--- config.mk ---
export PLATFORM = sky130hd
export DESIGN_NAME = bxn_counter_flat
export DESIGN_NICKNAME = d
export VERILOG_FILES = /design/src/rtl/bxn_counter_if.sv /design/src/rtl/bxn_counter.sv /design/src/flat_wrapper.sv
export SDC_FILE = /design/constraint.sdc
export NUM_CORES = 1
export LEC_CHECK = 0
export BUFFER_PORTS_ARGS = -buffer_cell sky130_fd_sc_hd__buf_2
export CAP_MARGIN = 30
export CORE_ASPECT_RATIO = 2
export CORE_MARGIN = 3
export CORE_UTILIZATION = 49
export CTS_CLUSTER_DIAMETER = 120
export DETAILED_ROUTE_END_ITERATION = 6
export PLACE_DENSITY = 0.76
export SETUP_SLACK_MARGIN = 0.2
export SLEW_MARGIN = 20
export SYNTH_ARGS = -nofsm -noshare
export SYNTH_HDL_FRONTEND = slang
export SYNTH_SLANG_ARGS = --single-unit
--- constraint.sdc ---
create_clock -name clock -period 2.8 [get_ports clock]
set_input_delay 0.28 -clock clock [delete_from_list [all_inputs] [get_ports clock]]
set_output_delay 0.28 -clock clock [all_outputs]
set_load 0.02 [all_outputs]
--- src/rtl/bxn_counter_if.sv ---
// Signal bundle between the TTC/FMM control side and the bunch-crossing counter.
// The counter takes the slave modport; the TTC/FMM side (or a bench) takes the master modport.
interface bxn_counter_if;
  logic        ttc_bx0;
  logic        ttc_resync;
  logic        ttc_l1a;
  logic        fmm_trig_stop;
  logic        realign_en;
  logic [11:0] bxn_offset;
  logic [11:0] bxn_counter;
  logic        bxn_running;
  logic        bx0_local;
  logic        bx0_sync_err;
  logic [7:0]  sync_err_cnt;
  logic [11:0] l1a_bxn;
  logic        l1a_valid;
  logic [23:0] l1a_cnt;
  logic [15:0] l1a_drop_cnt;

  modport master (
    output ttc_bx0, ttc_resync, ttc_l1a, fmm_trig_stop, realign_en, bxn_offset,
    input  bxn_counter, bxn_running, bx0_local, bx0_sync_err, sync_err_cnt,
           l1a_bxn, l1a_valid, l1a_cnt, l1a_drop_cnt
  );

  modport slave (
    input  ttc_bx0, ttc_resync, ttc_l1a, fmm_trig_stop, realign_en, bxn_offset,
    output bxn_counter, bxn_running, bx0_local, bx0_sync_err, sync_err_cnt,
           l1a_bxn, l1a_valid, l1a_cnt, l1a_drop_cnt
  );
endinterface

--- src/rtl/bxn_counter.sv ---
// Bunch-crossing counter locked to TTC BC0, with BC0 alignment checking and L1A capture.
// state       | meaning
// ST_STARTUP  | first cycle after reset release, loads offset
// ST_WAIT_BX0 | counter parked at offset, waiting for TTC BC0
// ST_RUN      | free-running orbit counter, checks BC0 and accepts L1A
module bxn_counter #(
  parameter int LHC_CYCLE = 3564
) (
  input logic         clock,
  input logic         reset_i,
  bxn_counter_if.slave bus
);
  typedef enum logic [1:0] {ST_STARTUP, ST_WAIT_BX0, ST_RUN} state_t;

  localparam logic [11:0] LP_MAX = 12'(LHC_CYCLE - 1);

  state_t      r_state;
  logic [11:0] r_bxn;
  logic        r_sync_err;
  logic [7:0]  r_sync_cnt;
  logic [11:0] r_l1a_bxn;
  logic        r_l1a_valid;
  logic [23:0] r_l1a_cnt;
  logic [15:0] r_drop_cnt;

  logic [11:0] w_ofs;
  logic [11:0] w_ofs_inc;
  logic [11:0] w_bxn_inc;
  logic        w_at_ofs;
  logic        w_misalign;

  // An offset outside the orbit can never be reached by the counter, so fall back to 0.
  assign w_ofs      = (bus.bxn_offset <= LP_MAX) ? bus.bxn_offset : 12'd0;
  assign w_ofs_inc  = (w_ofs == LP_MAX) ? 12'd0 : w_ofs + 12'd1;
  assign w_bxn_inc  = (r_bxn == LP_MAX) ? 12'd0 : r_bxn + 12'd1;
  assign w_at_ofs   = (r_bxn == w_ofs);
  assign w_misalign = bus.ttc_bx0 ^ w_at_ofs;

  always_ff @(posedge clock) begin
    if (!reset_i) begin
      r_state     <= ST_STARTUP;
      r_bxn       <= '0;
      r_sync_err  <= 1'b0;
      r_sync_cnt  <= '0;
      r_l1a_bxn   <= '0;
      r_l1a_valid <= 1'b0;
      r_l1a_cnt   <= '0;
      r_drop_cnt  <= '0;
    end else begin
      r_l1a_valid <= 1'b0;
      if (bus.ttc_resync) begin
        r_state    <= ST_WAIT_BX0;
        r_bxn      <= w_ofs;
        r_sync_err <= 1'b0;
        r_sync_cnt <= '0;
        r_l1a_cnt  <= '0;
        r_drop_cnt <= '0;
      end else begin
        if (bus.ttc_l1a) begin
          if (r_state == ST_RUN && !bus.fmm_trig_stop) begin
            r_l1a_bxn   <= r_bxn;
            r_l1a_cnt   <= r_l1a_cnt + 24'd1;
            r_l1a_valid <= 1'b1;
          end else if (r_drop_cnt != 16'hFFFF) begin
            r_drop_cnt <= r_drop_cnt + 16'd1;
          end
        end
        case (r_state)
          ST_STARTUP: begin
            r_state <= ST_WAIT_BX0;
            r_bxn   <= w_ofs;
          end
          ST_WAIT_BX0: begin
            if (bus.ttc_bx0) begin
              r_state <= ST_RUN;
              r_bxn   <= w_ofs_inc;
            end else begin
              r_bxn <= w_ofs;
            end
          end
          ST_RUN: begin
            if (w_misalign) begin
              r_sync_err <= 1'b1;
              if (r_sync_cnt != 8'hFF) r_sync_cnt <= r_sync_cnt + 8'd1;
            end
            if (w_misalign && bus.ttc_bx0 && bus.realign_en) r_bxn <= w_ofs_inc;
            else                                             r_bxn <= w_bxn_inc;
          end
          default: begin
            r_state <= ST_STARTUP;
            r_bxn   <= '0;
          end
        endcase
      end
    end
  end

  assign bus.bxn_counter  = r_bxn;
  assign bus.bxn_running  = (r_state == ST_RUN);
  assign bus.bx0_local    = (r_state == ST_RUN) && w_at_ofs;
  assign bus.bx0_sync_err = r_sync_err;
  assign bus.sync_err_cnt = r_sync_cnt;
  assign bus.l1a_bxn      = r_l1a_bxn;
  assign bus.l1a_valid    = r_l1a_valid;
  assign bus.l1a_cnt      = r_l1a_cnt;
  assign bus.l1a_drop_cnt = r_drop_cnt;
endmodule

--- src/flat_wrapper.sv ---
// flat-port wrapper written by rule: the top's interface ports become plain ports
module bxn_counter_flat 
#(
  parameter int LHC_CYCLE = 3564
)
  (clock, reset_i, bus_ttc_bx0, bus_ttc_resync, bus_ttc_l1a, bus_fmm_trig_stop, bus_realign_en, bus_bxn_offset, bus_bxn_counter, bus_bxn_running, bus_bx0_local, bus_bx0_sync_err, bus_sync_err_cnt, bus_l1a_bxn, bus_l1a_valid, bus_l1a_cnt, bus_l1a_drop_cnt);
  bxn_counter_if bus_i ();
  input logic clock;
  input logic reset_i;
  input wire logic [$bits(bus_i.ttc_bx0)-1:0] bus_ttc_bx0;
  input wire logic [$bits(bus_i.ttc_resync)-1:0] bus_ttc_resync;
  input wire logic [$bits(bus_i.ttc_l1a)-1:0] bus_ttc_l1a;
  input wire logic [$bits(bus_i.fmm_trig_stop)-1:0] bus_fmm_trig_stop;
  input wire logic [$bits(bus_i.realign_en)-1:0] bus_realign_en;
  input wire logic [$bits(bus_i.bxn_offset)-1:0] bus_bxn_offset;
  output wire logic [$bits(bus_i.bxn_counter)-1:0] bus_bxn_counter;
  output wire logic [$bits(bus_i.bxn_running)-1:0] bus_bxn_running;
  output wire logic [$bits(bus_i.bx0_local)-1:0] bus_bx0_local;
  output wire logic [$bits(bus_i.bx0_sync_err)-1:0] bus_bx0_sync_err;
  output wire logic [$bits(bus_i.sync_err_cnt)-1:0] bus_sync_err_cnt;
  output wire logic [$bits(bus_i.l1a_bxn)-1:0] bus_l1a_bxn;
  output wire logic [$bits(bus_i.l1a_valid)-1:0] bus_l1a_valid;
  output wire logic [$bits(bus_i.l1a_cnt)-1:0] bus_l1a_cnt;
  output wire logic [$bits(bus_i.l1a_drop_cnt)-1:0] bus_l1a_drop_cnt;
  assign bus_i.ttc_bx0 = bus_ttc_bx0;
  assign bus_i.ttc_resync = bus_ttc_resync;
  assign bus_i.ttc_l1a = bus_ttc_l1a;
  assign bus_i.fmm_trig_stop = bus_fmm_trig_stop;
  assign bus_i.realign_en = bus_realign_en;
  assign bus_i.bxn_offset = bus_bxn_offset;
  assign bus_bxn_counter = bus_i.bxn_counter;
  assign bus_bxn_running = bus_i.bxn_running;
  assign bus_bx0_local = bus_i.bx0_local;
  assign bus_bx0_sync_err = bus_i.bx0_sync_err;
  assign bus_sync_err_cnt = bus_i.sync_err_cnt;
  assign bus_l1a_bxn = bus_i.l1a_bxn;
  assign bus_l1a_valid = bus_i.l1a_valid;
  assign bus_l1a_cnt = bus_i.l1a_cnt;
  assign bus_l1a_drop_cnt = bus_i.l1a_drop_cnt;
  bxn_counter #(.LHC_CYCLE(LHC_CYCLE)) u_core (.clock(clock), .reset_i(reset_i), .bus(bus_i));
endmodule
==> results of run 1 <==
-- area by class of cell --
class,count,area (µm²)
clock inverter,5,60.06
sequential,76,1523
fill,726,2769
clock buffer,11,242.7
multi-input combinational,389,2668
inverter,10,37.54
timing repair buffer,150,928.4
tap,98,122.6
-- state kept, by name (all words and copies together), names as in the netlist --
| name | cells |
|---|---|
| u_core.bus.sync_err_cnt | 8 |
| u_core.bus.l1a_cnt | 24 |
| u_core.bus.l1a_valid | 1 |
| u_core.bus.l1a_drop_cnt | 16 |
| u_core.bus.bx0_sync_err | 1 |
| u_core.bus.bxn_counter | 12 |
| u_core.bus.l1a_bxn | 12 |
| u_core.r_state | 2 |
-- final timing paths --
path	start	end	slack, ns	cells past startpoint
max	bus_bxn_offset[3]	u_core.bus.bxn_counter[4]$_SDFF_PN0_	0.29	14
min	bus_bxn_offset[0]	u_core.bus.bxn_counter[0]$_SDFF_PN0_	0.26	3
max reg2reg	u_core.bus.bxn_counter[11]$_SDFF_PN0_	u_core.bus.bxn_counter[4]$_SDFF_PN0_	0.33	13
min reg2reg	u_core.bus.bx0_sync_err$_SDFFE_PP0P_	u_core.bus.bx0_sync_err$_SDFFE_PP0P_	0.47	2
-- timing repair --
action,in CTS,in global routing
hold buffers,0,0
resized for setup,1,22
hold endpoints to repair,0,0
cloned,0,0
buffers inserted,1,4
endpoints found under the setup margin,3,16
pin swaps,2,15
-- power by group through the flow --
stage | combinational [W] | clock (W) | sequential [W]
global placement | 0.000344 | 0 | 0.00114
CTS | 0.000350 | 0.00120 | 0.00112
floorplan | 0.000193 | 0 | 0.00115
global route | 0.000388 | 0.00123 | 0.00112
detailed placement | 0.000347 | 0 | 0.00114
finish | 0.000366 | 0.00118 | 0.00112
-- cells by family (layout without fill, tap and decap cells) --
kind of cell,count (synthesis),in the layout,synth area share (%)
and+or+nand+nor,222,222,27.67
buffers and inverters,40,176,4.284
xor gates and xnor gates,56,56,11.50
adders and majority gates,6,6,1.761
AOI/OAI and AO/OA,89,89,15.35
DFF,76,76,35.68
muxes,16,16,3.756
-- worst reg2reg max path: cells and delay by family, from the launching register on --
kind,cells,cell delay [ns]
DFF,1,0.35
adders and majority gates,1,0.18
and+or+nand+nor,6,0.84
buffers and inverters,1,0.15
AOI/OAI and AO/OA,5,0.83
-- synth_stat cells, types with 7 or more instances --
master	number
nor3_1	8
clkbuf_1	11
nand4_1	16
xnor2_1	17
mux2i_1	16
and3_1	13
xor2_1	39
and4_1	12
o21ai_0	11
nor2_1	55
buf_2	17
dfxtp_1	76
and2_1	7
nand2_1	43
a21oi_1	19
inv_1	10
or3_1	9
nand3_1	23
nor2b_1	16
-- metrics by stage --
step	std cells	hold WS (ns)	area [µm²]	util [%]	power, W
after CTS	735	0.2527	5483	65.66	0.002661
after global routing	739	0.2965	5582	66.84	0.002740
after detailed placement	718	0.4619	5170	61.91	0.001486
after global placement	718	0.4444	5170	61.91	0.001483
after floorplan	505	0.3981	4367	-	0.001347
final	739	0.2613	5582	66.84	0.002660
-- metal layers --
layer / share of wire [%] / vias to the layer above / global-route usage (%) / wire, µm
met5: 0 / - / 0 / 0
met1: 34 / 2060 / 26.84 / 4727
li1: - / 2076 / - / -
met3: 4.4 / 67 / 4.282 / 616
met2: 54 / 169 / 53.53 / 7589
met4: 7.3 / 0 / 21.23 / 1024
==> impl_metrics.tcl, run 1 <==
set metrics [dict create \
    combPwrFrac_pct 13.8 \
    routed_wl_um 13960 \
    syn2layout_area_growth_pct 30.90 \
    intPower_w 0.001967 \
    critPathBufInv 2 \
    port_buffers 94 \
    slew_headroom_pct 53.62 \
    clockPowerShare_pct 44.2 \
    n_antenna_cell 0 \
    setup-tns-final_ns 0 \
    fin_crit_sh_pct 89.74 \
    synth_warnings 0 \
    hold_viol 0 \
    grt_use_total_pct 28.46 \
    via_per_inst 5.916 \
    seqPwrFrac_pct 42.0 \
    post-route-min-period_ns 2.513 \
    switching_share_pct 26.05 \
    cts.htree.levels 3 \
    seq_area_frac_synth_pct 35.68 \
    setup_violations 0 \
    core_region_area_um2 8351 \
    power_density_nw_per_um2 476.6 \
    crit_arrival_ns 2.72 \
    grt_max_degree 50 \
    drtIter0Drc 226 \
    max_freq_mhz 398.0 \
    crit_chain "buf_8 > a211o_4 > nand3_4 > nand2_2 > a221o_1 > a2111oi_4 > nand2_2 > ha_4 > and2_4 > a21boi_2 > buf_4 > nor3_1 > a311oi_1 > o21ai_1" \
    crit_family "compound AO/OA/AOI/OAI gates" \
    cts_tree "built" \
    path_clk_slew_ns 0.06 \
    maxCapViolations 0 \
    synth.area.top_cells "dfxtp_1 (36%), xor2_1 (8.0%), nor2_1 (4.8%)" \
    p_sw_w 0.0006930 \
    ant_nets 0 \
    clock_latency_ns 0.33 \
    async_flop_share_pct 0 \
    vias 4372 \
    final_layout_size_suffix_gt1_share_pct 30.58 \
    num_rows 47 \
    cts_buffers 9 \
    dr.pass1.iters 5 \
    slowest_delay_ns 0.34 \
    syn_area_um2 4264 \
    synth_top_flop_cell "dfxtp_1" \
    synth_cell_types 62 \
    cts.sink_count 76 \
    synth_top_area_share_pct 35.68 \
    fin_nets 661 \
    finalMaxSlewViolations 0 \
    antenna_found_initial 0 \
    ioPinCount 95 \
    grt_pass1_wl_um 21600 \
    final_cell_mix "buf_2 (90), dfxtp_1 (75), buf_4 (56)" \
    grt_overflow 0 \
    wl_per_cell_um 18.89 \
    slowest_stage "a211o_4" \
    worst_slew_pin_slew_ns 0.6957 \
    die_w_um 71.96 \
    drc 0 \
    clockBufferDepth 2 \
    ys_seq_elements 76 \
    path_max_fanout 6 \
    syn_avg_cell_area_um2 8.444 \
    power_leakage_nw 2.347 \
    cpMostUsedCell "nand2_2" \
    end_kind "register" \
    crit_type "in2reg" \
    irDropWorstVdd_v 0.0003081 \
    finClkSkew_ns 0.005208 \
    hpwl_um 10830 \
    initial_core_util_pct 51.06 \
    die_h_um 137.9 \
    synthesis.nets 530 \
    setup_slack_ns 0.2873 \
    post-place-ws_ns -0.1327 \
    layout_commonest_cell "buf_2" \
    synth_top_cell_by_area "dfxtp_1" \
    place_congestion 1.016 \
    required_ns 3.01 \
    grt_pass1_vias 4322 \
    rsz0062_at_grt "true" \
    syn_inst 505 \
    startpoint_type "primary input" \
    hold_path.class "in2reg" \
    outcome "finished clean" \
    fp.dieArea_um2 9925 \
    synth-edff-count 0 \
    cts-root-buf "clkbuf_16" \
]
(Power assumes the default switching activity.)
==> run 2: changes to the inputs <==
--- a/config.mk
+++ b/config.mk
@@ -7,12 +7,14 @@
 export LEC_CHECK = 0
 export BUFFER_PORTS_ARGS = -buffer_cell sky130_fd_sc_hd__buf_2
 export CAP_MARGIN = 30
+export CELL_PAD_IN_SITES_DETAIL_PLACEMENT = 1
+export CELL_PAD_IN_SITES_GLOBAL_PLACEMENT = 1
 export CORE_ASPECT_RATIO = 2
 export CORE_MARGIN = 3
-export CORE_UTILIZATION = 49
+export CORE_UTILIZATION = 36
 export CTS_CLUSTER_DIAMETER = 120
 export DETAILED_ROUTE_END_ITERATION = 6
-export PLACE_DENSITY = 0.76
+export PLACE_DENSITY_LB_ADDON = 0.1
 export SETUP_SLACK_MARGIN = 0.2
 export SLEW_MARGIN = 20
 export SYNTH_ARGS = -nofsm -noshare
==> run 2 against run 1 <==
First-iteration DRC count down 43%. Highest routed layer unchanged. Routed wire length up 15%. Clock skew up 0.0046 ns. Cell count up 6.6%. Global-route usage down 4.8 points. Flip-flop and latch count unchanged. Setup slack worse by 0.21 ns. Register-to-register slack worse by 0.19 ns. Clock power down 12%. Critical path depth up 1. Cell area up 2.6%.
==> impl_metrics.tcl, run 2 (synthesis gave the netlist of run 1 again) <==
set metrics [dict create \
    routed_wl_um 15990 \
    clockBufferDepth 2 \
    setup_slack_ns 0.07530 \
    fp.dieArea_um2 13270 \
    cts.htree.levels 3 \
    wl_per_cell_um 20.29 \
    cts_buffers 9 \
    critPathBufInv 2 \
    num_rows 55 \
    max_freq_mhz 367.0 \
    intPower_w 0.001849 \
    power_leakage_nw 2.375 \
    via_per_inst 5.563 \
    holdWs_ns 0.2655 \
    grt_pass1_wl_um 24950 \
    drtIter0Drc 129 \
    ant_nets 0 \
    cts.sink_count 76 \
    crit_type "in2reg" \
    dr.pass1.iters 4 \
    maxCapViolations 0 \
    cpMostUsedCell "nand2_2" \
    fin_nets 667 \
    p_total_w 0.002544 \
    crit_family "compound AO/OA/AOI/OAI gates" \
    rsz0062_at_grt "true" \
    stdcell_area_um2 5727 \
    place_congestion 0.8933 \
    hpwl_um 12280 \
    syn2layout_area_growth_pct 34.30 \
    end_kind "register" \
    drc 0 \
    dpl_cell_area_um2 5220 \
    outcome "finished clean" \
    die_w_um 82.96 \
    hold_buffers 0 \
    path_clk_slew_ns 0.06 \
    clock_latency_ns 0.33 \
    post-route-min-period_ns 2.725 \
    hold_viol 0 \
    grt_use_total_pct 23.70 \
    fin_crit_sh_pct 97.31 \
    switching_share_pct 27.31 \
    cts_tree "built" \
    cts-root-buf "clkbuf_16" \
    hold_path.class "in2reg" \
    vias 4384 \
    irDropWorstVdd_v 0.0002799 \
    seqPwrFrac_pct 43.8 \
    setup_violations 0 \
    n_antenna_cell 0 \
    required_ns 2.99 \
    clockPowerShare_pct 41.0 \
    crit_arrival_ns 2.92 \
    final_cell_mix "buf_2 (87), dfxtp_1 (76), buf_4 (58)" \
    crit_chain "buf_8 > a211o_4 > nand3_4 > nand2_2 > a221o_1 > a2111oi_4 > nand2_2 > ha_4 > nor3b_4 > o21ai_4 > buf_4 > nor2_4 > nand3_1 > xor2_1 > nor2_1" \
    slowest_stage "a2111oi_4" \
    slowest_delay_ns 0.36 \
    die_h_um 159.9 \
    grt_pass1_vias 4652 \
    setup-tns-final_ns 0 \
    final_layout_size_suffix_gt1_share_pct 32.04 \
    combPwrFrac_pct 15.1 \
    p_sw_w 0.0006950 \
    antenna_found_initial 0 \
    worst_slew_pin_slew_ns 0.7239 \
    layout_commonest_cell "buf_2" \
    power_density_nw_per_um2 444.3 \
    port_buffers 94 \
    path_max_fanout 5 \
    finalMaxSlewViolations 0 \
    finClkSkew_ns 0.009839 \
    initial_core_util_pct 37.33 \
    slew_headroom_pct 51.74 \
    startpoint_type "primary input" \
    largest_register_ffs 24 \
    ioPinCount 95 \
    grt_overflow 0 \
    post-place-ws_ns -0.3883 \
    grt_max_degree 50 \
    core_region_area_um2 11420 \
]
==> run 2: metal layers <==
metal	GRT usage, %	vias up	part of all wire, %
li1	-	2074	-
met5	0	-	0
met3	3.201	37	3.2
met1	21.70	2148	33
met2	48.14	125	60
met4	12.80	0	4.1
==> run 2: timing repair <==
item | in CTS | in global routing
setup endpoints to repair | 7 | 11
setup buffers | 6 | 4
pin swaps | 11 | 8
resized for setup | 18 | 23
==> run 2: worst register-to-register path, delay by kind of cell, from the launching register on <==
| family | cells | cell delay, ns |
|---|---|---|
| AO/OA/AOI/OAI | 3 | 0.86 |
| AND/OR/NAND/NOR | 5 | 0.66 |
| flip-flops | 1 | 0.31 |
| buffers and inverters | 2 | 0.32 |
| XOR/XNOR | 1 | 0.15 |
| adder cells (fa/ha/maj) | 1 | 0.24 |
==> run 2: power groups by stage <==
stage	clock network, W	registers (W)	logic [W]
after floorplan	0	0.00115	0.000193
after detailed placement	0	0.00114	0.000359
after CTS	0.00108	0.00111	0.000375
after global placement	0	0.00114	0.000355
final	0.00104	0.00112	0.000385
after global routing	0.00112	0.00112	0.000413
==> run 2: area by class of cell <==
type | instances | area [µm²]
clock buffer | 10 | 229.0
fill | 1443 | 5697
clock inverter | 5 | 30.03
inverter | 10 | 37.54
tap | 142 | 177.7
multi-input combinational | 389 | 2724
sequential | 76 | 1521
timing repair buffer | 156 | 1007
==> run 2: worst paths after layout <==
path | depth (start not counted) | start | to | slack (ns)
max reg2reg | 12 | u_core.bus.bxn_counter[7]$_SDFF_PN0_ | u_core.bus.sync_err_cnt[5]$_SDFFE_PP0P_ | 0.14
max | 15 | bus_bxn_offset[3] | u_core.bus.sync_err_cnt[5]$_SDFFE_PP0P_ | 0.08
min reg2reg | 2 | u_core.bus.l1a_cnt[22]$_SDFFE_PP0P_ | u_core.bus.l1a_cnt[22]$_SDFFE_PP0P_ | 0.50
min | 3 | bus_bxn_offset[0] | u_core.bus.bxn_counter[0]$_SDFF_PN0_ | 0.27
==> run 2: metrics by stage <==
| step | utilization, % | std cells |
|---|---|---|
| 3_3_place_gp | 45.70 | 763 |
| 4_1_cts | 49.08 | 784 |
| 3_5_place_dp | 45.70 | 763 |
| 6_report | 50.13 | 788 |
| 5_1_grt | 50.13 | 788 |
| 2_1_floorplan | - | 505 |
